<file path="src/rtl/motor_pwm_ctrl_if.sv">
// Command bus between the speed/selection source and motor_pwm_ctrl.
// The command source drives select/speed/load/estop and receives err/motor_active.
interface motor_pwm_ctrl_if #(
  parameter int SEL_W   = 2,
  parameter int SPEED_W = 4
) ();
  logic [SEL_W-1:0]   sel;
  logic [SPEED_W-1:0] speed_cmd;
  logic               load;
  logic               estop;
  logic               err;
  logic [SEL_W:0]     motor_active;

  modport master (
    output sel, speed_cmd, load, estop,
    input  err, motor_active
  );

  modport slave (
    input  sel, speed_cmd, load, estop,
    output err, motor_active
  );
endinterface

</file>
<file path="src/rtl/motor_pwm_ctrl.sv">
// N-channel motor PWM controller: banded speed targets, slew-limited duty ramps
// and one PWM line per channel compared against a shared free-running counter.
module motor_pwm_ctrl #(
  parameter int N_MOTORS  = 4,
  parameter int SEL_W     = 2,
  parameter int SPEED_W   = 4,
  parameter int PWM_W     = 8,
  parameter int TH_MID    = 3,
  parameter int TH_HIGH   = 8,
  parameter logic [PWM_W-1:0] DUTY_LOW  = 8'h0F,
  parameter logic [PWM_W-1:0] DUTY_MID  = 8'h33,
  parameter logic [PWM_W-1:0] DUTY_HIGH = 8'hC3,
  parameter int RAMP_DIV  = 16,
  parameter int RAMP_STEP = 4
) (
  input  logic                 clk,
  input  logic                 rst_n,
  motor_pwm_ctrl_if.slave      cmd,
  output logic [N_MOTORS-1:0]  pwm_out,
  output logic [N_MOTORS-1:0]  busy
);
  localparam int PRE_W = (RAMP_DIV > 1) ? $clog2(RAMP_DIV) : 1;
  localparam logic [PWM_W-1:0] STEP = PWM_W'(RAMP_STEP);

  logic [PRE_W-1:0]                 presc_reg;
  logic [PWM_W-1:0]                 pcnt_reg;
  logic [N_MOTORS-1:0][PWM_W-1:0]   tgt_reg;
  logic [N_MOTORS-1:0][PWM_W-1:0]   cur_reg;
  logic [N_MOTORS-1:0][PWM_W-1:0]   cur_next;
  logic                             tick;
  logic                             sel_in_range;
  logic                             load_ok;
  logic                             load_bad;
  logic [PWM_W-1:0]                 band_duty;

  function automatic logic [PWM_W-1:0] band(input logic [SPEED_W-1:0] s);
    if (s == '0)                 return '0;
    else if (int'(s) < TH_MID)   return DUTY_LOW;
    else if (int'(s) < TH_HIGH)  return DUTY_MID;
    else                         return DUTY_HIGH;
  endfunction

  assign tick         = (presc_reg == PRE_W'(RAMP_DIV - 1));
  assign sel_in_range = ({1'b0, cmd.sel} < (SEL_W+1)'(N_MOTORS));
  assign load_ok      = cmd.load && !cmd.estop && sel_in_range;
  assign load_bad     = cmd.load && !cmd.estop && !sel_in_range;
  assign band_duty    = band(cmd.speed_cmd);

  // Clamp each step at the target so the ramp can neither overshoot nor wrap.
  generate
    for (genvar gi = 0; gi < N_MOTORS; gi++) begin : gen_ch
      always_comb begin
        cur_next[gi] = cur_reg[gi];
        if (cur_reg[gi] < tgt_reg[gi]) begin
          cur_next[gi] = (tgt_reg[gi] - cur_reg[gi] > STEP) ? cur_reg[gi] + STEP : tgt_reg[gi];
        end else if (cur_reg[gi] > tgt_reg[gi]) begin
          cur_next[gi] = (cur_reg[gi] - tgt_reg[gi] > STEP) ? cur_reg[gi] - STEP : tgt_reg[gi];
        end
      end
      assign busy[gi] = (cur_reg[gi] != tgt_reg[gi]);
    end
  endgenerate

  always_ff @(posedge clk) begin
    if (!rst_n) begin
      presc_reg        <= '0;
      pcnt_reg         <= '0;
      tgt_reg          <= '0;
      cur_reg          <= '0;
      pwm_out          <= '0;
      cmd.motor_active <= '0;
      cmd.err          <= 1'b0;
    end else begin
      presc_reg <= tick ? '0 : presc_reg + 1'b1;
      pcnt_reg  <= pcnt_reg + 1'b1;
      cmd.err   <= load_bad;
      if (cmd.estop) begin
        tgt_reg <= '0;
        cur_reg <= '0;
        pwm_out <= '0;
      end else begin
        if (load_ok) begin
          cmd.motor_active <= {1'b0, cmd.sel} + (SEL_W+1)'(1);
        end
        // A load coinciding with a tick steps toward the old target; new target applies next tick.
        for (int i = 0; i < N_MOTORS; i++) begin
          if (tick) begin
            cur_reg[i] <= cur_next[i];
          end
          if (load_ok && int'(cmd.sel) == i) begin
            tgt_reg[i] <= band_duty;
          end
          pwm_out[i] <= (cur_reg[i] > pcnt_reg);
        end
      end
    end
  end
endmodule
</file>
<file path="src/flat_wrapper.sv">
// flat-port wrapper written by rule: the top's interface ports become plain ports
module motor_pwm_ctrl_flat 
#(
  parameter int N_MOTORS  = 4,
  parameter int SEL_W     = 2,
  parameter int SPEED_W   = 4,
  parameter int PWM_W     = 8,
  parameter int TH_MID    = 3,
  parameter int TH_HIGH   = 8,
  parameter logic [PWM_W-1:0] DUTY_LOW  = 8'h0F,
  parameter logic [PWM_W-1:0] DUTY_MID  = 8'h33,
  parameter logic [PWM_W-1:0] DUTY_HIGH = 8'hC3,
  parameter int RAMP_DIV  = 16,
  parameter int RAMP_STEP = 4
)
  (clk, rst_n, pwm_out, busy, cmd_sel, cmd_speed_cmd, cmd_load, cmd_estop, cmd_err, cmd_motor_active);
  motor_pwm_ctrl_if #(.SEL_W(SEL_W), .SPEED_W(SPEED_W)) cmd_i ();
  input  logic clk;
  input  logic rst_n;
  output logic [N_MOTORS-1:0] pwm_out;
  output logic [N_MOTORS-1:0] busy;
  input wire logic [$bits(cmd_i.sel)-1:0] cmd_sel;
  input wire logic [$bits(cmd_i.speed_cmd)-1:0] cmd_speed_cmd;
  input wire logic [$bits(cmd_i.load)-1:0] cmd_load;
  input wire logic [$bits(cmd_i.estop)-1:0] cmd_estop;
  output wire logic [$bits(cmd_i.err)-1:0] cmd_err;
  output wire logic [$bits(cmd_i.motor_active)-1:0] cmd_motor_active;
  assign cmd_i.sel = cmd_sel;
  assign cmd_i.speed_cmd = cmd_speed_cmd;
  assign cmd_i.load = cmd_load;
  assign cmd_i.estop = cmd_estop;
  assign cmd_err = cmd_i.err;
  assign cmd_motor_active = cmd_i.motor_active;
  motor_pwm_ctrl #(.N_MOTORS(N_MOTORS), .SEL_W(SEL_W), .SPEED_W(SPEED_W), .PWM_W(PWM_W), .TH_MID(TH_MID), .TH_HIGH(TH_HIGH), .DUTY_LOW(DUTY_LOW), .DUTY_MID(DUTY_MID), .DUTY_HIGH(DUTY_HIGH), .RAMP_DIV(RAMP_DIV), .RAMP_STEP(RAMP_STEP)) u_core (.clk(clk), .rst_n(rst_n), .cmd(cmd_i), .pwm_out(pwm_out), .busy(busy));
endmodule
</file>
<file path="config.mk">
export PLATFORM = sky130hd
export DESIGN_NAME = motor_pwm_ctrl_flat
export DESIGN_NICKNAME = d
export VERILOG_FILES = /design/src/rtl/motor_pwm_ctrl_if.sv /design/src/rtl/motor_pwm_ctrl.sv /design/src/flat_wrapper.sv
export SDC_FILE = /design/constraint.sdc
export NUM_CORES = 1
export LEC_CHECK = 0
export ABC_CLOCK_PERIOD_IN_PS = 4950
export CAP_MARGIN = 20
export CORE_MARGIN = 2
export CORE_UTILIZATION = 40
export CTS_CLUSTER_DIAMETER = 60
export CTS_CLUSTER_SIZE = 28
export DETAILED_ROUTE_END_ITERATION = 16
export PLACE_DENSITY_LB_ADDON = 0.12
export SYNTH_ARGS = -nofsm -noshare
export SYNTH_HDL_FRONTEND = slang
export SYNTH_SLANG_ARGS = --single-unit
</file>
<file path="constraint.sdc">
create_clock -name clk -period 4.95 [get_ports clk]
set_clock_uncertainty 0.05 [all_clocks]
set_input_delay 0.495 -clock clk [delete_from_list [all_inputs] [get_ports clk]]
set_output_delay 0.495 -clock clk [all_outputs]
set_load 0.01 [all_outputs]
</file>
==> metrics <==
Sequential Power Share 36.8%; worst voltage drop across the vdd grid 0.167 mV; # Max-Cap Violations 0; switching power of the nets 0.000366 W; Net Sw Frac 25.7%; setup violators final 0; part of the cycle the worst path needs 68.5%; Comb pwr share 14.5%; TritonCTS Buffers 9; Core Region 17200 um2; number of distinct library cells after synthesis 77; vias post-DR 6342; Post-CTS Resized 0; highest attainable clock frequency 0.295 GHz; total routing usage reported by global routing 20.3%; antenna violations before repair 0; Setup TNS 0 ps; Hold-fix buffers, CTS 0; setup slack after placement 1600 ps; leakage power total 3.12 nW; number of pins with negative max-slew slack in the final report 0; final HPWL from detailed placement 14000 um; Worst slew margin 40.5%; synth-to-layout area growth 8.95%; total I/O pin count 22; length of the first detailed-routing pass in iterations 5; Max Buffers Root-to-Sink 2; worst slew pin tran 891 ps; Required @ worst endpoint 5130 ps; max FFs per register 28; element type at the critical path start flop; number of flops mapped to enable cells by yosys 0; count of synthesis-stage warnings from yosys 0; RSZ-0062 raised after global routing no; Die ar. 18500 um2; buffers added on ports 20; critical path endpoint category flop; final cell utilization of the core 44.2%; min cycle time layout 3390 ps; TritonCTS clock tree yes; Clk pin slew, worst setup/hold paths 60 ps; fraction of registers with async set or reset after synthesis 0%; worst hold path class flop to flop; # diodes 0; data arrival time of the critical path 3570 ps; Internal Pwr Total 0.00106 W; number of H-tree levels 3; total number of placement rows 48; clock latency on the worst-skew pair 330 ps; Final Hold Viols 0; nets@finish 1025; power density over the cells 187 nW/um2; share of the yosys chip area belonging to registers 18.1%; area of the mapped netlist 6970 um2; Remaining Overflow, GRT 0; Total Routed Length 18000 um; post-DR wirelength/cell 15.8 um; worst-path maximum fanout 12; maximum number of pins on one net before global-route repair 18; number of instances in the synthesized netlist 911; filler cell count 1766; placer's final routability congestion estimate 0.852; CTS Sinks 63; portion of total power attributed to the clock network 48.7%; setup fix buffers added after clock tree synthesis 0; total DRC errors in the routed layout 0; first-pass GRT wire length 30300 um; dominant synthesized flop cell sky130_fd_sc_hd__dfxtp_1; post-synthesis area per instance 7.65 um2; share of post-route cells with drive strength above 1 4.38%; number of nets still failing antenna checks after routing 0; synthesis-stage register bit count 63; startpoint-to-endpoint class of the critical path flop to flop; total nets after synthesis 1027; 1st-iter DRT viols 525; slack of the critical path 1560 ps; run status complete, no violations; die height 136 um; chip width 136 um; Total Power 0.00142 W; initial core utilization 40.6%; number of global-route vias before repair 5968; Root Buffer sky130_fd_sc_hd__clkbuf_16; drt via density 5.57
==> routing by layer <==
| metal | part of all wire, % | GRT usage, % |
|---|---|---|
| met1 | 53 | 30.1 |
| met2 | 44 | 31.9 |
| met3 | 2.6 | 2.54 |
| met4 | 0.64 | 3.36 |
| met5 | 0 | 0 |
==> through the flow <==
| stage | cell area [um2] | hold WS, ps | cells |
|---|---|---|---|
| 2_1_floorplan | 6970 | 380 | 911 |
| 3_3_place_gp | 7260 | 396 | 1122 |
| 3_5_place_dp | 7260 | 409 | 1123 |
| 4_1_cts | 7590 | 422 | 1139 |
| 5_1_grt | 7590 | 466 | 1139 |
| 6_report | 7590 | 417 | 1139 |
==> layout make-up <==
cell class              instances  area, um2  share of cell area [%]
clock inverters                 5       81.3                    1.07
well taps                     225        282                    3.71
inverters                      73        274                    3.61
repair buffers                 23        220                    2.90
clock buffers                  11        243                    3.20
multi-input cells             739       5230                    68.9
flip-flops and latches         63       1260                    16.6
==> cell usage after synthesis (16+ instances only) <==
library cell,instances,share of area (%)
sky130_fd_sc_hd__o21ai_0,44,3.2
sky130_fd_sc_hd__xnor2_1,21,2.6
sky130_fd_sc_hd__clkbuf_1,20,1.1
sky130_fd_sc_hd__ha_1,106,19
sky130_fd_sc_hd__a31oi_1,16,1.4
sky130_fd_sc_hd__dfxtp_1,63,18
sky130_fd_sc_hd__nor2_1,62,3.3
sky130_fd_sc_hd__nand4_1,17,1.5
sky130_fd_sc_hd__nand2_1,63,3.4
sky130_fd_sc_hd__nand3_1,47,3.4
sky130_fd_sc_hd__nor2b_1,24,2.2
sky130_fd_sc_hd__inv_1,72,3.9
sky130_fd_sc_hd__a21oi_1,71,5.1
sky130_fd_sc_hd__o211ai_1,18,1.9
sky130_fd_sc_hd__nor3_1,34,2.4
==> worst max-delay path, stage by stage (launching register included) <==
cell and delay (ps):
sky130_fd_sc_hd__dfxtp_1 530, sky130_fd_sc_hd__inv_1 170, sky130_fd_sc_hd__ha_1 450, sky130_fd_sc_hd__and2_4 200, sky130_fd_sc_hd__a221o_1 340, sky130_fd_sc_hd__o211ai_1 230, sky130_fd_sc_hd__and2_1 410, sky130_fd_sc_hd__o21a_1 400
sky130_fd_sc_hd__nand2_1 130, sky130_fd_sc_hd__a221o_1 280, sky130_fd_sc_hd__o32ai_1 110
==> worst paths after layout <==
path | from | cells past startpoint | slack, ps | endpoint
worst max-delay path | u_core.cur_reg[28]$_SDFFE_PP0P_ | 10 | 1560 | u_core.cur_reg[28]$_SDFFE_PP0P_
worst min-delay path | u_core.presc_reg[0]$_SDFF_PP0_ | 1 | 420 | u_core.presc_reg[0]$_SDFF_PP0_
worst max register to register | u_core.cur_reg[28]$_SDFFE_PP0P_ | 10 | 1560 | u_core.cur_reg[28]$_SDFFE_PP0P_
worst min register to register | u_core.presc_reg[0]$_SDFF_PP0_ | 1 | 420 | u_core.presc_reg[0]$_SDFF_PP0_
==> cell families after synthesis <==
kind of cell | Yosys count | synth area share (%)
other | 1 | 0.0538
XOR/XNOR | 35 | 4.40
multiplexers | 15 | 2.42
adder cells (fa/ha/maj) | 106 | 19.0
AND/OR/NAND/NOR | 313 | 22.7
AO/OA/AOI/OAI | 269 | 26.5
buffers and inverters | 109 | 6.84
flip-flops | 63 | 18.1
==> power groups by stage <==
stage / Clock, W / Combinational, W / Sequential (W)
2_1_floorplan: 0 / 0.000150 / 0.000534
3_3_place_gp: 0 / 0.000206 / 0.000534
4_1_cts: 0.000704 / 0.000207 / 0.000523
3_5_place_dp: 0 / 0.000206 / 0.000534
5_1_grt: 0.000727 / 0.000230 / 0.000524
6_report: 0.000692 / 0.000207 / 0.000523
==> cells in the final DEF (no fill, tap or decap), drive strengths merged, types with 8 or more instances in the layout <==
cell / Yosys / routed
clkdlybuf4s50: 0 / 20
and3: 15 / 15
and2: 12 / 12
o31ai: 8 / 8
nand3: 47 / 47
clkbuf: 20 / 11
a211oi: 14 / 14
a21oi: 72 / 72
ha: 106 / 106
nor3: 34 / 34
nor2: 65 / 65
inv: 72 / 72
nor2b: 24 / 24
o21ai: 49 / 49
dfxtp: 63 / 63
xor2: 14 / 14
a21o: 13 / 13
nand2b: 15 / 15
xnor2: 21 / 21
o21a: 13 / 13
nand4: 17 / 17
o211ai: 18 / 18
mux2i: 10 / 10
a31oi: 16 / 16
nand2: 63 / 63
No activity file was read; power rests on OpenSTA's default activity.
